<file path="src/rtl/muldiv_ctrl.sv">
// HI/LO multiply-divide unit: 32-step shift-add multiply / restoring divide, then one sign-fix cycle.
// Latency: start edge to HI/LO write is 33 edges; done pulses the cycle after. Starts while busy are dropped.
module muldiv_ctrl (
    input  logic        clock,
    input  logic        reset,
    input  logic        start,
    input  logic [1:0]  op,
    input  logic [31:0] rs_data,
    input  logic [31:0] rt_data,
    input  logic        mf_req,
    output logic        busy,
    output logic        done,
    output logic        stall,
    output logic [31:0] hi,
    output logic [31:0] lo
);
    localparam int         ITER_STEPS = 32;
    localparam logic [4:0] LAST_STEP  = 5'(ITER_STEPS - 1);

    typedef enum logic [1:0] {
        S_IDLE = 2'd0,
        S_ITER = 2'd1,
        S_SIGN = 2'd2
    } state_t;

    state_t      r_state;
    state_t      w_next_state;

    logic [4:0]  r_cnt;
    logic        r_is_div;
    logic        r_neg_q;
    logic        r_neg_r;
    logic        r_done;
    logic [31:0] r_rs;
    logic [31:0] r_b;
    logic [31:0] r_acc_hi;
    logic [31:0] r_acc_lo;
    logic [31:0] r_hi;
    logic [31:0] r_lo;

    logic        w_accept;
    logic        w_signed;
    logic        w_rs_neg;
    logic        w_rt_neg;
    logic [31:0] w_rs_mag;
    logic [31:0] w_rt_mag;
    logic [32:0] w_mul_sum;
    logic [32:0] w_div_sh;
    logic        w_div_ge;
    logic [31:0] w_div_diff;
    logic [63:0] w_prod;
    logic [63:0] w_prod_fix;
    logic [31:0] w_quo_fix;
    logic [31:0] w_rem_fix;

    // ---------------- operand conditioning ----------------
    assign w_accept = (r_state == S_IDLE) && start;
    assign w_signed = ~op[0];
    assign w_rs_neg = w_signed & rs_data[31];
    assign w_rt_neg = w_signed & rt_data[31];
    assign w_rs_mag = w_rs_neg ? (~rs_data + 32'd1) : rs_data;
    assign w_rt_mag = w_rt_neg ? (~rt_data + 32'd1) : rt_data;

    // ---------------- per-step datapath ----------------
    // Multiply: acc_lo holds the multiplier and shifts right as product bits enter from the top.
    assign w_mul_sum = {1'b0, r_acc_hi} + (r_acc_lo[0] ? {1'b0, r_b} : 33'd0);

    // Divide: {acc_hi, acc_lo} is {partial remainder, dividend/quotient}; shift left, trial-subtract.
    assign w_div_sh   = {r_acc_hi, r_acc_lo[31]};
    assign w_div_ge   = (w_div_sh >= {1'b0, r_b});
    assign w_div_diff = w_div_sh[31:0] - r_b;

    // ---------------- sign correction ----------------
    assign w_prod     = {r_acc_hi, r_acc_lo};
    assign w_prod_fix = r_neg_q ? (~w_prod + 64'd1) : w_prod;
    assign w_quo_fix  = r_neg_q ? (~r_acc_lo + 32'd1) : r_acc_lo;
    assign w_rem_fix  = r_neg_r ? (~r_acc_hi + 32'd1) : r_acc_hi;

    // ---------------- FSM: state register ----------------
    always_ff @(posedge clock) begin
        if (reset) begin
            r_state <= S_IDLE;
        end else begin
            r_state <= w_next_state;
        end
    end

    // ---------------- FSM: next state ----------------
    always_comb begin
        w_next_state = r_state;
        case (r_state)
            S_IDLE:  if (start) w_next_state = S_ITER;
            S_ITER:  if (r_cnt == LAST_STEP) w_next_state = S_SIGN;
            S_SIGN:  w_next_state = S_IDLE;
            default: w_next_state = S_IDLE;
        endcase
    end

    // ---------------- FSM: outputs ----------------
    always_comb begin
        busy  = (r_state == S_ITER) || (r_state == S_SIGN);
        done  = r_done;
        stall = busy && (start || mf_req);
        hi    = r_hi;
        lo    = r_lo;
    end

    // ---------------- datapath registers ----------------
    always_ff @(posedge clock) begin
        if (reset) begin
            r_cnt    <= 5'd0;
            r_is_div <= 1'b0;
            r_neg_q  <= 1'b0;
            r_neg_r  <= 1'b0;
            r_done   <= 1'b0;
            r_rs     <= 32'd0;
            r_b      <= 32'd0;
            r_acc_hi <= 32'd0;
            r_acc_lo <= 32'd0;
            r_hi     <= 32'd0;
            r_lo     <= 32'd0;
        end else begin
            r_done <= (r_state == S_SIGN);

            if (w_accept) begin
                r_cnt    <= 5'd0;
                r_is_div <= op[1];
                r_neg_q  <= w_rs_neg ^ w_rt_neg;
                r_neg_r  <= w_rs_neg;
                r_rs     <= rs_data;
                r_b      <= op[1] ? w_rt_mag : w_rs_mag;
                r_acc_hi <= 32'd0;
                r_acc_lo <= op[1] ? w_rs_mag : w_rt_mag;
            end

            if (r_state == S_ITER) begin
                r_cnt <= r_cnt + 5'd1;
                if (r_is_div) begin
                    r_acc_hi <= w_div_ge ? w_div_diff : w_div_sh[31:0];
                    r_acc_lo <= {r_acc_lo[30:0], w_div_ge};
                end else begin
                    r_acc_hi <= w_mul_sum[32:1];
                    r_acc_lo <= {w_mul_sum[0], r_acc_lo[31:1]};
                end
            end

            // A zero divisor still runs the full iteration so latency never depends on operands.
            if (r_state == S_SIGN) begin
                if (!r_is_div) begin
                    r_hi <= w_prod_fix[63:32];
                    r_lo <= w_prod_fix[31:0];
                end else if (r_b == 32'd0) begin
                    r_hi <= r_rs;
                    r_lo <= 32'hFFFF_FFFF;
                end else begin
                    r_hi <= w_rem_fix;
                    r_lo <= w_quo_fix;
                end
            end
        end
    end

endmodule
</file>
<file path="config.mk">
export PLATFORM = sky130hd
export DESIGN_NAME = muldiv_ctrl
export DESIGN_NICKNAME = d
export VERILOG_FILES = /design/src/rtl/muldiv_ctrl.sv
export SDC_FILE = /design/constraint.sdc
export NUM_CORES = 1
export LEC_CHECK = 0
export ABC_AREA = 1
export CAP_MARGIN = 20
export CELL_PAD_IN_SITES_DETAIL_PLACEMENT = 0
export CELL_PAD_IN_SITES_GLOBAL_PLACEMENT = 1
export CORE_UTILIZATION = 42
export DETAILED_ROUTE_END_ITERATION = 6
export GPL_ROUTABILITY_DRIVEN = 0
export HOLD_SLACK_MARGIN = 0.05
export MAX_ROUTING_LAYER = met4
export PLACE_DENSITY_LB_ADDON = 0.1
export SYNTH_ARGS = -nofsm -noshare
export SYNTH_HDL_FRONTEND = slang
export SYNTH_SLANG_ARGS = --single-unit
</file>
<file path="constraint.sdc">
create_clock -name clock -period 2.8 [get_ports clock]
set_clock_uncertainty 0.05 [all_clocks]
set_input_delay 0.28 -clock clock [delete_from_list [all_inputs] [get_ports clock]]
set_output_delay 0.28 -clock clock [all_outputs]
set_load 0.02 [all_outputs]
</file>
==> run summary, run 1 <==
The flow ran to the end, but the final reports show violations. The checks that failed: design-rule violations. After detailed placement, the total cell area comes to 21800 µm². The post-synth design cell area is 18900 µm², and the critical path data arrival time is 3.08 ns. The finished cells cover 22700 µm².

Kind of capture point of the worst setup path: a flip-flop. Critical path class: reg -> reg. The net count after synthesis was 3433. The root buffer cell chosen for the clock tree is sky130_fd_sc_hd__clkbuf_16.

The maximum number of pins on one net before global-route repair was 108. After the last flow step, the layout net total stands at 3617. The cell type with the highest aggregate area in the netlist is sky130_fd_sc_hd__dfxtp_1.

The share of synthesized area in the top cell type comes to 21.5%. The run gives 0 as the number of buffers inserted by post-CTS setup repair. For the number of levels the H-tree was split into, the log shows 1.

Global routing finished with a remaining overflow of 0. The tools report the final wirelength as 86700 µm. The die span in y was 214 µm; the maximum buffer depth of the clock tree was 3. The post-route clock period utilization is 96.6%, and the fraction of power consumed by combinational cells is 66.0%.

TritonCTS built the clock tree. In this run the standard cell core region covers 44300 µm². Clock-pin slew was measured on the worst setup and hold paths at 0.07 ns. For this run, the total global-route usage over all layers was measured as 37.5%. The detailed-route via count was 23500. The top flip-flop cell by instance count after synthesis is sky130_fd_sc_hd__dfxtp_1.

The biggest fanout along the worst timing path works out to 16. The path type of the worst min-delay path is in -> reg. The initial utilization of the core area, before any placement, comes to 42.6%.

The max-slew violation count came out at 0. The number of global-route vias before repair was 21100. The data required time of the critical path was 3.17 ns; the detailed-route vias per instance was 5.75. The run gives 25 as the number of buffers added by the clock tree synthesis step.

For the headroom to the max-slew limit, the log shows 45.4%. Row generation in the floorplan step produced 77 rows. The number of design rule violations left after detail routing is 8. The startpoint type of the worst setup path is a flip-flop.

The worst path setup slack after routing was 0.0940 ns. In this run switching power makes up 54.7% of total power. Yosys attributes the largest share of cell area to sky130_fd_sc_hd__dfxtp_1 22%, sky130_fd_sc_hd__nand2_1 17%, sky130_fd_sc_hd__inv_1 9.0%.

Setup repair after global routing could not meet its margin everywhere. The initial antenna violation count was 0; the horizontal die dimension was 214 µm. The internal portion of the total power is 10600 µW. In this run the count of I/O pins placed on the die edge is 137. Once layout is complete, the cells apart from fillers number 4079.

The share of total power dissipated in the clock network is 14.0%. The clock reaches the later pin of the worst-skew pair after 0.57 ns. The first global-routing pass estimated 129000 µm of wire.

The final critical-path required period is 2.71 ns, and the number of DRC violations after detailed-routing iteration 0 is 3027. The run gives 53 as the number of unique standard cell types used by synthesis. Dividing the synthesized area by the synthesized cell count gives 5.75 µm². Per report_power, the sequential group accounts for 20.0% of the total. The number of failing hold endpoints at the final stage was 0; the residual antenna-violating net count after detailed routing was 0.

The post-route netlist has 8.40% of its cells at a drive strength greater than 1. In the synthesized netlist the async set-or-reset flop fraction comes to 0%. The tools report the final count of negative-setup-slack endpoints as 0. The maximum clock frequency is 0.370 GHz, and the flip-flop and latch count after synthesis is 203. 0 antenna diodes ended up in the layout.

The number of standard cells after synthesis was 3287; the count of input and output buffers was 136. The analysis attributes to cell leakage a power of 0.0108 µW. The analysis attributes to net switching a power of 12700 µW. For this run, the number of Yosys warnings is 0. In this run the power density over the cells is 1020 nW/µm². The area enclosed by the die boundary was 45900 µm²; the count of flip-flops with a built-in enable after synthesis was 0. On the final layout, the worst hold slack is 0.176 ns.

VDD sags by at most 1280 µV. After synthesis, flip-flops and latches occupy 21.5% of the total area. The clock net in this run drives a total of 203 sinks. The run gives 70000 µm as the post-DP HPWL. The synthesis-to-finish area growth is 20.2%, and the number of max-cap violations is 0. The run gives 7 as the number of detailed-route iterations in the first pass. Counting tap cells, the placed design contains a total of 4035 instances. Fill cells in the final layout number 4718. The average wire per cell in the routed design is 21.2 µm, and the pre-CTS setup slack is -0.0779 ns. Worst-margin pin slew: 0.819 ns.
## registers in the layout, indices dropped and copies added, names as in the netlist
register  flops
r_cnt         5
done          1
r_state       2
r_rs         32
r_neg_r       1
lo           32
r_neg_q       1
r_acc_hi     32
r_b          32
r_is_div      1
hi           32
r_acc_lo     32
## layout by cell type, fill, tap and decap left out, drive strengths merged, types with 3 or more instances in the layout
master	instances
o21a	7
o21ai	305
nand4	49
nor2	311
nand3b	18
a21o	3
nor4	10
nand3	275
xnor2	11
dfxtp	203
clkdlybuf4s50	135
a21oi	281
clkinv	10
xor2	94
o22ai	4
a22oi	8
clkinvlp	3
inv	465
nor3	47
nand2	865
o21bai	9
a31oi	28
a211oi	3
o211ai	36
ha	74
o221ai	12
o31ai	4
clkbuf	32
or2	11
buf	162
## metal layers
layer  up-vias  global-route usage (%)  share of wire (%)
met1     10800                    52.5                 43
met3       200                    5.18                 11
met4         0                    17.7                5.3
met5         -                       -                  0
met2      1385                    52.6                 40
li1      11100                       -                  -
## per-stage QoR
step	setup TNS [ns]	utilization (%)	total power, µW
global route	-0.0309	51.3	24600
global placement	-0.0749	49.2	19300
CTS	0	51.0	22700
detailed placement	-0.312	49.2	19400
finish	0	51.3	23300
floorplan	0	-	13600
## area by class of cell
type                    instances  area (µm²)  area share (%)
flip-flops and latches        203        4080            18.0
clock buffers                  31         688            3.03
well taps                     592         741            3.26
clock inverters                12         115           0.507
multi-input cells            2476       12600            55.5
repair buffers                298        2740            12.1
inverters                     467        1760            7.73
## logic make-up (layout without fill, tap and decap cells)
group / after synthesis / in the layout / synth area share (%)
compound gates: 706 / 706 / 20.3
flops: 203 / 203 / 21.5
buf+inv: 608 / 808 / 12.3
xor+xnor: 105 / 105 / 4.87
simple gates: 1589 / 1589 / 35.9
fa+ha+maj: 76 / 76 / 5.11
## timing repair
action,4_1_cts,5_1_grt
setup endpoints to repair,8,21
cloned,0,1
pin swaps,0,2
resized for setup,1,29
hold buffers,0,0
## worst paths after layout
check               from      endpoint  slack, ns  cells after the start
max          r_acc_lo[0]  r_acc_hi[28]       0.09                     16
min                reset       r_b[21]       0.18                      4
max reg2reg  r_acc_lo[0]  r_acc_hi[28]       0.09                     16
min reg2reg      r_rs[2]       r_rs[2]       0.41                      2
## power groups by stage
stage	sequential (µW)	combinational [µW]	clock, µW
floorplan	4690	8910	0
global placement	4610	14700	0
detailed placement	4630	14700	0
CTS	4580	14800	3290
global route	4700	16500	3390
finish	4650	15400	3270
## synth_stat cells (all sizes together), types with 4 or more instances
master,count
nand3,275
or2,11
clkbuf,110
o22ai,4
o31ai,4
buf,31
inv,462
a21oi,281
a22oi,8
o21ai,305
o221ai,12
nor2,311
nor3,47
ha,74
nand4,49
o211ai,36
nand2,865
xnor2,11
dfxtp,203
xor2,94
nand3b,18
o21bai,9
o21a,7
a31oi,28
clkinv,5
nor4,10
## critical path, cell delays in order (launching register included)
cell                      delay, ns
sky130_fd_sc_hd__dfxtp_2       0.40
sky130_fd_sc_hd__buf_12        0.16
sky130_fd_sc_hd__nand2_1       0.07
sky130_fd_sc_hd__inv_1         0.09
sky130_fd_sc_hd__ha_1          0.28
sky130_fd_sc_hd__a21oi_1       0.26
sky130_fd_sc_hd__o21ai_0       0.24
sky130_fd_sc_hd__a21oi_1       0.28
sky130_fd_sc_hd__nand2_2       0.11
sky130_fd_sc_hd__nand2_1       0.11
sky130_fd_sc_hd__nand2_1       0.06
sky130_fd_sc_hd__nand2_1       0.06
sky130_fd_sc_hd__nand3_1       0.09
sky130_fd_sc_hd__nand2_1       0.12
sky130_fd_sc_hd__inv_1         0.05
sky130_fd_sc_hd__nand2_1       0.06
sky130_fd_sc_hd__a21oi_1       0.07
Power figures use the tool's default switching activity.
==> run 2, diff against run 1 <==
--- a/config.mk
+++ b/config.mk
@@ -10,6 +10,7 @@
 export CELL_PAD_IN_SITES_DETAIL_PLACEMENT = 0
 export CELL_PAD_IN_SITES_GLOBAL_PLACEMENT = 1
 export CORE_UTILIZATION = 42
+export CTS_CLUSTER_SIZE = 20
 export DETAILED_ROUTE_END_ITERATION = 6
 export GPL_ROUTABILITY_DRIVEN = 0
 export HOLD_SLACK_MARGIN = 0.05
@@ -18,3 +19,4 @@
 export SYNTH_ARGS = -nofsm -noshare
 export SYNTH_HDL_FRONTEND = slang
 export SYNTH_SLANG_ARGS = --single-unit
+export TNS_END_PERCENT = 100
==> results of run 2 <==
Same layout as run 1: the final DEF is identical, and so are final timing and power.
